### src/rtl/ddr_lane_serializer_pkg.sv
// Shared definitions for the DDR lane serializer.
// Holds the shifter state encoding and helpers that turn the word width and
// FIFO depth into the beat count, beat-counter width and FIFO count width.
package ddr_lane_serializer_pkg;

  typedef enum logic {
    ST_IDLE  = 1'b0,
    ST_SHIFT = 1'b1
  } shift_state_e;

  // Two bits per lane leave the cell each clock cycle.
  function automatic int beats_of(input int word_bits);
    return word_bits / 2;
  endfunction

  // A single-beat word still needs a 1-bit counter so the port is never zero wide.
  function automatic int beat_width(input int word_bits);
    return (word_bits / 2 > 1) ? $clog2(word_bits / 2) : 1;
  endfunction

  // One extra bit so the count can represent a completely full FIFO.
  function automatic int count_width(input int depth);
    return $clog2(depth) + 1;
  endfunction

endpackage

### src/rtl/ddr_out_cell.sv
// One-bit DDR output cell.
// Registers a {rise, fall} pair on the rising edge and drives rise while the
// clock is high and fall while it is low. Both registers reset
// asynchronously to IDLE_BIT, so the pin parks on the idle level the moment
// reset is asserted.
// Ports:
//   clock   - serializer clock
//   aresetn - asynchronous active-low reset
//   rise_d  - bit sent in the high half of the next cycle
//   fall_d  - bit sent in the low half of the next cycle
//   q       - DDR output pin
module ddr_out_cell #(
  parameter bit IDLE_BIT = 1'b0
) (
  input  logic clock,
  input  logic aresetn,
  input  logic rise_d,
  input  logic fall_d,
  output logic q
);

`ifdef DDR_OUT_CELL_XILINX_ODDR
  // Vendor primitive: same-edge mode captures both bits on the rising edge.
  ODDR #(
    .DDR_CLK_EDGE("SAME_EDGE"),
    .INIT        (IDLE_BIT),
    .SRTYPE      ("ASYNC")
  ) u_oddr (
    .Q (q),
    .C (clock),
    .CE(1'b1),
    .D1(rise_d),
    .D2(fall_d),
    .R (!aresetn && (IDLE_BIT == 1'b0)),
    .S (!aresetn && (IDLE_BIT == 1'b1))
  );
`else
  logic rise_q;
  logic fall_q;

  always_ff @(posedge clock or negedge aresetn) begin
    if (!aresetn) begin
      rise_q <= IDLE_BIT;
      fall_q <= IDLE_BIT;
    end else begin
      rise_q <= rise_d;
      fall_q <= fall_d;
    end
  end

  // The clock itself selects the half; this is the one non-posedge path.
  assign q = clock ? rise_q : fall_q;
`endif

endmodule

### src/rtl/ddr_lane_serializer.sv
// DDR lane serializer.
// Words enter through a DEPTH-entry FIFO and are shifted out two bits per
// lane per clock cycle through one DDR output cell per lane. Consecutive
// words are sent without gaps when the FIFO keeps up; q_frame marks every
// cycle whose q bits belong to a word, and underrun latches when a word ends
// with the FIFO empty while a new word is only just being offered.
// Ports:
//   clock, aresetn   - clock and asynchronous active-low reset
//   s_valid/s_ready  - input handshake, s_data holds LANES lane words
//   q                - DDR lane outputs
//   q_frame          - SDR flag aligned with q
//   underrun         - sticky underrun flag, cleared by clr_underrun
module ddr_lane_serializer
  import ddr_lane_serializer_pkg::*;
#(
  parameter int LANES     = 4,
  parameter int WORD_BITS = 8,
  parameter int DEPTH     = 4,
  parameter int MSB_FIRST = 1,
  parameter bit IDLE_BIT  = 1'b0
) (
  input  logic                       clock,
  input  logic                       aresetn,
  input  logic                       s_valid,
  output logic                       s_ready,
  input  logic [LANES*WORD_BITS-1:0] s_data,
  output logic [LANES-1:0]           q,
  output logic                       q_frame,
  output logic                       underrun,
  input  logic                       clr_underrun
);

  localparam int BEATS = beats_of(WORD_BITS);
  localparam int BW    = beat_width(WORD_BITS);
  localparam int CW    = count_width(DEPTH);
  localparam int PW    = $clog2(DEPTH);
  localparam int IW    = $clog2(WORD_BITS);
  localparam int DW    = LANES * WORD_BITS;

  logic [DW-1:0]   fifo_mem [DEPTH];
  logic [PW-1:0]   wr_ptr_q, wr_ptr_d;
  logic [PW-1:0]   rd_ptr_q, rd_ptr_d;
  logic [CW-1:0]   count_q, count_d;
  shift_state_e    state_q, state_d;
  logic [BW-1:0]   beat_q, beat_d;
  logic [DW-1:0]   shreg_q, shreg_d;
  logic            underrun_q, underrun_d;
  logic            rdy_en_q, rdy_en_d;
  logic            frame_q, frame_d;
  logic [LANES-1:0] rise_d, fall_d;
  logic [IW-1:0]   pair_idx, lo_idx, hi_idx, rise_idx, fall_idx;

  logic push, pop, fifo_nempty, last_beat, underrun_set;

  // rdy_en keeps s_ready low until the first edge that sees reset released.
  assign s_ready     = rdy_en_q && (count_q < CW'(DEPTH));
  assign push        = s_valid && s_ready;
  assign fifo_nempty = (count_q != '0);
  assign last_beat   = (state_q == ST_SHIFT) && (beat_q == BW'(BEATS - 1));
  assign pop         = fifo_nempty && ((state_q == ST_IDLE) || last_beat);
  assign underrun_set = last_beat && !fifo_nempty && s_valid;

  // FIFO and control bookkeeping
  always_comb begin
    wr_ptr_d = push ? wr_ptr_q + PW'(1) : wr_ptr_q;
    rd_ptr_d = pop  ? rd_ptr_q + PW'(1) : rd_ptr_q;
    count_d  = count_q;
    if (push && !pop)      count_d = count_q + CW'(1);
    else if (pop && !push) count_d = count_q - CW'(1);
    shreg_d  = pop ? fifo_mem[rd_ptr_q] : shreg_q;
    rdy_en_d = 1'b1;
    // A new underrun beats a simultaneous clear.
    if (underrun_set)      underrun_d = 1'b1;
    else if (clr_underrun) underrun_d = 1'b0;
    else                   underrun_d = underrun_q;
  end

  // State register
  always_ff @(posedge clock or negedge aresetn) begin
    if (!aresetn) begin
      state_q    <= ST_IDLE;
      beat_q     <= '0;
      wr_ptr_q   <= '0;
      rd_ptr_q   <= '0;
      count_q    <= '0;
      underrun_q <= 1'b0;
      rdy_en_q   <= 1'b0;
      frame_q    <= 1'b0;
    end else begin
      state_q    <= state_d;
      beat_q     <= beat_d;
      wr_ptr_q   <= wr_ptr_d;
      rd_ptr_q   <= rd_ptr_d;
      count_q    <= count_d;
      underrun_q <= underrun_d;
      rdy_en_q   <= rdy_en_d;
      frame_q    <= frame_d;
    end
  end

  // Word storage carries no reset; the control path decides what is valid.
  always_ff @(posedge clock) begin
    if (push) fifo_mem[wr_ptr_q] <= s_data;
    shreg_q <= shreg_d;
  end

  // Next-state logic
  always_comb begin
    state_d = state_q;
    beat_d  = beat_q;
    case (state_q)
      ST_IDLE: begin
        if (fifo_nempty) begin
          state_d = ST_SHIFT;
          beat_d  = '0;
        end
      end
      ST_SHIFT: begin
        if (last_beat) begin
          beat_d = '0;
          if (!fifo_nempty) state_d = ST_IDLE;
        end else begin
          beat_d = beat_q + BW'(1);
        end
      end
      default: begin
        state_d = ST_IDLE;
        beat_d  = '0;
      end
    endcase
  end

  // Output logic: choose the bit pair for the current beat.
  always_comb begin
    pair_idx = (MSB_FIRST != 0) ? IW'(BEATS - 1) - IW'(beat_q) : IW'(beat_q);
    lo_idx   = pair_idx << 1;
    hi_idx   = lo_idx | IW'(1);
    rise_idx = (MSB_FIRST != 0) ? hi_idx : lo_idx;
    fall_idx = (MSB_FIRST != 0) ? lo_idx : hi_idx;
    frame_d  = (state_q == ST_SHIFT);
  end

  for (genvar k = 0; k < LANES; k++) begin : g_lane
    logic [WORD_BITS-1:0] lane_word;
    assign lane_word = shreg_q[k*WORD_BITS +: WORD_BITS];
    assign rise_d[k] = frame_d ? lane_word[rise_idx] : IDLE_BIT;
    assign fall_d[k] = frame_d ? lane_word[fall_idx] : IDLE_BIT;

    ddr_out_cell #(.IDLE_BIT(IDLE_BIT)) u_cell (
      .clock  (clock),
      .aresetn(aresetn),
      .rise_d (rise_d[k]),
      .fall_d (fall_d[k]),
      .q      (q[k])
    );
  end

  assign q_frame  = frame_q;
  assign underrun = underrun_q;

endmodule
### config.mk
export PLATFORM = sky130hd
export DESIGN_NAME = ddr_lane_serializer
export DESIGN_NICKNAME = d
export VERILOG_FILES = /design/src/rtl/ddr_lane_serializer_pkg.sv /design/src/rtl/ddr_out_cell.sv /design/src/rtl/ddr_lane_serializer.sv
export SDC_FILE = /design/constraint.sdc
export NUM_CORES = 1
export LEC_CHECK = 0
export ABC_AREA = 1
export ABC_CLOCK_PERIOD_IN_PS = 2350
export CAP_MARGIN = 40
export CORE_ASPECT_RATIO = 1.1
export CORE_MARGIN = 1.5
export CORE_UTILIZATION = 53
export DETAILED_ROUTE_END_ITERATION = 10
export PLACE_DENSITY = 0.77
export REMOVE_ABC_BUFFERS = 1
export SLEW_MARGIN = 5
export SYNTH_ARGS = -nofsm -noshare
export SYNTH_HDL_FRONTEND = slang
export SYNTH_SLANG_ARGS = --single-unit
### constraint.sdc
create_clock -name clock -period 2.35 [get_ports clock]
set_clock_uncertainty 0.1 [all_clocks]
set_input_delay 0.3525 -clock clock [delete_from_list [all_inputs] [get_ports clock]]
set_output_delay 0.3525 -clock clock [all_outputs]
set_load 0.005 [all_outputs]
# --- Word-level counts from Yosys, hierarchy flattened ---
# Memory sizes are Yosys's and may differ from the RTL's. A register that Yosys moved wholly into a read port is not among the register bits.
# Index checks and enable logic that the tools add are counted.
op_classes:
  n_eq_ne: 2
  n_bitwise: 1
  n_mux: 40
  n_reduce_logical: 15
  n_addsub: 6
  n_lt_le_gt_ge: 3
ops:
  columns: ["op", "n"]
  rows:
  - ["1-bit 2-to-1 mux", 26]
  - ["1-bit binary-select mux with 2-bit select", 8]
  - ["1-bit logical AND", 8]
  - ["3-bit by 4-bit less-than comparator with 1-bit output, second input constant", 2]
  - ["2-bit by 1-bit adder with 2-bit output, second input constant", 3]
  - ["3-bit 2-to-1 mux", 2]
  - ["2-bit 2-to-1 mux", 2]
  - ["2-bit one-hot mux with 2 select lines", 1]
  - ["2-bit nonzero test", 2]
  - ["3-bit by 1-bit adder with 3-bit output, second input constant", 1]
  - ["1-bit zero test", 3]
  - ["3-bit less-than comparator, second input constant", 1]
  - ["3-bit nonzero test", 1]
  - ["3-bit by 1-bit subtractor with 3-bit output, second input constant", 1]
  - ["2-bit equality test, second input constant", 1]
  - ["2-bit != test, second input constant", 1]
  - ["1-bit one-hot mux with 2 select lines", 1]
  - ["2-bit subtractor, first input constant", 1]
  - ["1-bit logical OR", 1]
  - ["1-bit NOT", 1]
totals:
  ramBits: 128
  mem_count: 1
  ff_bits: 21
  wordCells: 84
mem_list:
  columns: ["memory", "depth", "word_bits", "read_ports", "rd_ports_with_merged_regs", "write_ports", "line", "rtl"]
  rows:
  - ["fifo_mem", 4, 32, 1, 1, 1, "ddr_lane_serializer.sv:40", "logic [DW-1:0] fifo_mem [DEPTH];"]

# --- Depth between registers and ports, before layout ---
# Gate-level depths: netlist (run 1).
depth:
  ltp_word: 7
  depth_mapped: 12
  mapped_depth_nobuf: 12

# --- Hierarchy ---
# From an unflattened synthesis (run 1), not the netlist that was laid out.
hier_totals:
  hier_cells: 568
  hier_area_um2: 7104.3
modules_own_cells:
  columns: ["module", "area_per_inst_um2", "instances", "cells_per_inst", "seq_area_each_um2"]
  rows:
  - ["ddr_lane_serializer", 6844.1, 1, 544, 5129.9]
  - ["ddr_out_cell", 65.1, 4, 6, 50.0]

==> impl_metrics.py, run 1 <==
metrics = {
    "setup_path": {
        "worst_setup_path_start_kind": "clock port",
        "crit_path_end_kind": "output port",
        "cp_max_fo": 2,
        "r2r_start": "beat_q[0]",
        "rr_worst_depth": 11,
        "path_class": "clock port to output port",
        "critPathRequiredTime_ns": 1.90,
        "worstReg2RegEnd": "count_q[2]",
        "r2r_slack_ns": 0.30,
        "cp.arrival_ns": 1.88,
    },
    "route": {
        "drt_iter0_drc": 319,
        "wl_um": 13300,
        "drt-wirelength-per-cell_um": 17.0,
        "drc_errors": 0,
        "postRouteAntennaNets": 0,
        "viasPerCell": 5.46,
        "firstDrtPassIters": 5,
        "vias": 4290,
    },
    "synth": {
        "synth.distinct_cells": 23,
        "yosys-top-cells-area": "edfxtp_1, dfrtp_1, o21ai_1",
        "syn_area_per_cell_sq_um": 12.7,
        "async_flop_share_pct": 11.6,
        "yosysSeqAreaShare_pct": 74.9,
        "synth_top_family_by_area": "simple AND/OR/NAND/NOR gates",
        "synth-xor-area-share_pct": 0.369,
        "yosys.area.top_type": "edfxtp_1",
        "yosys_warnings": 0,
        "synth-main-ff-cell": "edfxtp_1",
        "synth_area_sq_um": 7110,
        "muxShareOfSynthArea_pct": 0.633,
        "synthAdderAreaFrac_pct": 1.34,
        "synth_common_cells": "edfxtp_1, nor2_1, o21ai_1, nand2_1, inv_1",
        "yosysMostFrequentCell": "edfxtp_1",
        "yosys.area_share.simple_pct": 9.73,
        "synth-compound-area-share_pct": 7.55,
        "synth_top_area_share_pct": 67.5,
        "synth-edff-count": 160,
        "ys_ff_latch": 181,
        "synthCells": 560,
    },
    "timing": {
        "finalSetupViolCount": 0,
        "hold_violations": 0,
        "maxSlewViolCount": 0,
        "worst_slack_ns": 0.0201,
        "rsz0062_at_grt": "no",
        "whs_ns": 0.0506,
        "fin_tns_setup_ns": 0,
    },
    "floorplan": {
        "ios": 43,
        "start_util_pct": 54.1,
        "row_count": 44,
        "die_w_um": 113,
        "fp.dieH_um": 125,
        "core_area_sq_um": 13200,
        "die-area_sq_um": 14100,
    },
    "cells_and_area": {
        "fin_area_sq_um": 8440,
        "drive_gt1_share_pct": 10.4,
        "ff_latch_area_sq_um": 5330,
        "fillCellCount": 938,
        "nets": 656,
        "diodes": 0,
        "area_growth_pct": 18.6,
        "multi_input_area_sq_um": 1410,
    },
    "cts": {
        "worst_skew_pair.late_latency_ns": 0.54,
        "cts_setup_buffers": 0,
        "path_clk_slew_ns": 0.07,
        "hold_buffers": 0,
        "cts_tree": "done",
        "post_cts_resize_count": 17,
    },
    "global_route": {
        "grt_pass1_vias": 4356,
        "grt_start_max_net_pins": 65,
        "grt_pass1_wl_um": 21500,
        "overflow": 0,
        "antenna_found_initial": 0,
        "grtUsageTotal_pct": 20.7,
    },
    "run_status": {
        "status": "complete, no violations",
    },
    "power_and_ir_drop": {
        "worst_ir_drop_vdd_uv": 638,
        "power_mw": 10.9,
        "power_density_nw_per_um2": 1290,
        "total_leakage_power_nw": 3.15,
    },
    "placed_design": {
        "port_buffers": 42,
        "hpwl_um": 7890,
        "placed_area_sq_um": 7740,
        "dp_worst_setup_slack_ns": 0.0498,
        "gp_congestion": 0.780,
    },
    "flow_run": {
        "max_cap_violations": 0,
    },
    "worst_hold_path": {
        "min_path_type": "input pin to asynchronous set/reset pin",
    },
}
==> worst max-delay path by stage <==
stage / endpoint / startpoint
floorplan: shreg_q[0] / rd_ptr_q[0]
global placement: q[0] / clock
detailed placement: q[2] / clock
CTS: q[2] / clock
global route: q[2] / clock
finish: q[2] / clock
==> layout make-up <==
cell class                 instances  area share (%)
clock buffer                      25            6.47
clock inverter                    14            2.18
inverter                          52            2.37
multi-input combinational        299            16.7
sequential                       181            63.2
tap                              161            2.39
timing repair buffer              54            6.67
==> state kept, by name, indices dropped and copies added (netlist names) <==
| name | cells |
|---|---|
| wr_ptr_q | 2 |
| rdy_en_q | 1 |
| rd_ptr_q | 2 |
| underrun | 1 |
| q_frame | 1 |
| shreg_q | 32 |
| g_lane.u_cell.rise_q | 4 |
| frame_d | 1 |
| g_lane.u_cell.fall_q | 4 |
| beat_q | 2 |
| fifo_mem | 128 |
| count_q | 3 |
==> worst max-delay path: stages <==
cell	delay [ns]
clkbuf_16	0.13
clkbuf_16	0.14
mux2_4	0.30
buf_2	0.13
==> layout by cell type (no fill, tap or decap), drive strengths merged, types with 4 or more instances in the layout <==
| cell type | netlist | final |
|---|---|---|
| edfxtp | 160 | 160 |
| nor2 | 103 | 103 |
| o21ai | 98 | 98 |
| nand2 | 53 | 53 |
| inv | 51 | 53 |
| clkdlybuf4s50 | 0 | 38 |
| clkbuf | 4 | 21 |
| dfrtp | 21 | 21 |
| nand3 | 20 | 20 |
| buf | 24 | 20 |
| a21oi | 8 | 8 |
| clkinv | 1 | 7 |
| ha | 6 | 6 |
| bufinv | 0 | 4 |
| mux2 | 4 | 4 |
==> cell families (layout without fill, tap and decap cells) <==
kind of cell	count (synthesis)	after routing
buffers and inverters	80	145
adders and majority gates	7	7
and+or+nand+nor	177	177
AOI/OAI and AO/OA	107	107
DFF	181	181
xor gates and xnor gates	3	3
other	1	1
muxes	4	4
==> stage by stage <==
step	util [%]	cells
floorplan	-	532
global placement	58.9	751
detailed placement	58.9	751
CTS	64.1	786
global route	64.1	786
finish	64.1	786
==> where the power goes <==
| part | switching (mW) | internal (mW) |
|---|---|---|
| clock | 1.30 | 2.19 |
| sequential | 0.223 | 4.36 |
| combinational | 1.91 | 0.932 |
| total | 3.43 | 7.48 |
==> metal layers <==
layer  part of all wire (%)  GRT usage, %  vias to the layer above
li1                       -             -                     2030
met1                     40          25.2                     2089
met2                     51          33.6                      141
met3                    6.7          6.96                       30
met4                    2.3          9.63                        0
met5                      0             0                        -
Note: power is estimated with default switching activity, not from simulation.
==> run 2: changes to the inputs <==
Settings changed: CELL_PAD_IN_SITES_DETAIL_PLACEMENT from default to 1, CELL_PAD_IN_SITES_GLOBAL_PLACEMENT from default to 2, CORE_UTILIZATION 53 to 37.
==> run 2 against run 1 <==
Compared with the run above: via count down 1.0%; critical path depth stayed put; sequential cell count unchanged; critical endpoint is now q[1]; largest cell class unchanged.
==> impl_metrics.py, run 2 (synthesized netlist as in run 1, its figures left out) <==
metrics = {
    "cells_and_area": {
        "drive_gt1_share_pct": 9.97,
        "top_regs": "fifo_mem x128, shreg_q x32",
        "post-route-util_pct": 45.1,
        "nets": 652,
        "mostFrequentLayoutCell": "edfxtp_1",
        "diodes": 0,
        "area_growth_pct": 20.3,
        "largest_reg_flops": 128,
        "largest-register": "fifo_mem",
        "layout_common_cells": "edfxtp_1, nor2_1, o21ai_1",
    },
    "global_route": {
        "grtUsageTotal_pct": 16.2,
        "grt_start_max_net_pins": 65,
        "grt_pass1_wl_um": 24100,
        "antenna_found_initial": 0,
        "grt_pass1_vias": 4673,
        "overflow": 0,
    },
    "setup_path": {
        "path_class": "clock port to output port",
        "rr_worst_depth": 12,
        "critPathRequiredTime_ns": 1.90,
        "cp_max_fo": 2,
        "crit_path_end_kind": "output port",
        "cp.arrival_ns": 1.86,
        "worst_setup_path_start_kind": "clock port",
    },
    "route": {
        "wl_um": 14700,
        "drc_errors": 0,
        "vias": 4246,
        "drt_iter0_drc": 305,
        "firstDrtPassIters": 4,
        "viasPerCell": 4.89,
        "postRouteAntennaNets": 0,
        "drt-wirelength-per-cell_um": 16.9,
    },
    "placed_design": {
        "gp_congestion": 0.712,
        "port_buffers": 42,
        "hpwl_um": 8670,
    },
    "floorplan": {
        "ios": 43,
        "die_w_um": 135,
        "start_util_pct": 37.5,
        "die-area_sq_um": 20100,
        "fp.dieH_um": 148,
        "core_area_sq_um": 19000,
        "row_count": 53,
    },
    "power_and_ir_drop": {
        "power_mw": 11.1,
        "power_density_nw_per_um2": 1300,
        "clkPwrFrac_pct": 33.0,
        "worst_ir_drop_vdd_uv": 688,
        "power_frac_comb_pct": 25.8,
        "intPower_mw": 7.61,
        "swShare_pct": 31.5,
        "switchingPower_mw": 3.50,
        "total_leakage_power_nw": 3.15,
        "p_seq_share_pct": 41.2,
    },
    "cts": {
        "cts_tree": "done",
        "cts_setup_buffers": 0,
        "path_clk_slew_ns": 0.06,
        "worst_skew_pair.late_latency_ns": 0.54,
    },
    "timing": {
        "whs_ns": 0.0585,
        "maxSlewViolCount": 0,
        "finalSetupViolCount": 0,
        "rsz0062_at_grt": "no",
        "fin_tns_setup_ns": 0,
        "hold_violations": 0,
    },
    "run_status": {
        "status": "complete, no violations",
    },
    "worst_hold_path": {
        "min_path_type": "input pin to asynchronous set/reset pin",
    },
    "flow_run": {
        "max_cap_violations": 0,
    },
}
==> run 2: cell count changes in the layout (fill, tap and decap cells not counted) <==
| cell | delta |
|---|---|
| buf_4 | -4 |
| clkinv_2 | -2 |
| inv_6 | +2 |
| bufinv_16 | +1 |
| clkinv_4 | -1 |
| inv_8 | +1 |
| mux2_2 | -1 |
| mux2_4 | +1 |
==> run 2: layer usage <==
layer | global-route usage (%) | up-vias | routed length, um
met5 | 0 | - | 0
met4 | 8.23 | 0 | 325
met3 | 4.02 | 23 | 503
met2 | 27.9 | 82 | 7620
met1 | 18.8 | 2122 | 6270
li1 | - | 2019 | -
==> run 2: critical path, stage by stage <==
cell and delay [ns]:
clkbuf_16 0.13, clkbuf_16 0.14, mux2_4 0.30, buf_2 0.13
==> run 2: worst paths after layout <==
check / slack [ns] / end / start
setup / recovery: 0.03 / q[1] / clock
hold / removal: 0.06 / rdy_en_q / aresetn
setup reg to reg: 0.25 / count_q[2] / beat_q[0]
hold reg to reg: 0.41 / count_q[2] / count_q[2]
max in group asynchronous: 1.85 / rd_ptr_q[0] / aresetn
min in group clock: 0.31 / underrun / clr_underrun
==> run 2: what timing repair did <==
action                     4_1_cts  5_1_grt
hold buffers                     0        0
setup endpoints to repair        4        0
gates resized for setup         18        0
==> run 2: layout make-up <==
cell class	count	area [sq um]
inverters	52	200
flip-flops and latches	181	5330
clock buffers	25	546
fillers	1981	10400
clock inverters	15	224
multi-input cells	299	1420
well taps	247	309
repair buffers	50	533
==> run 2: power groups by stage <==
stage	registers, mW	clock network (mW)	logic [mW]
6_report	4.58	3.66	2.87
3_3_place_gp	4.62	0.227	2.78
4_1_cts	4.59	3.75	2.95
5_1_grt	4.64	3.87	3.30
3_5_place_dp	4.65	0.227	2.90
2_1_floorplan	4.74	0.101	1.68
==> run 2: metrics by stage <==
stage	setup WS, ns	cell area, sq um	instances
floorplan	-0.360	6930	532
global placement	0.0498	7820	833
detailed placement	0.0498	7820	833
CTS	0.0209	8560	869
global route	0.0140	8560	869
finish	0.0332	8560	869
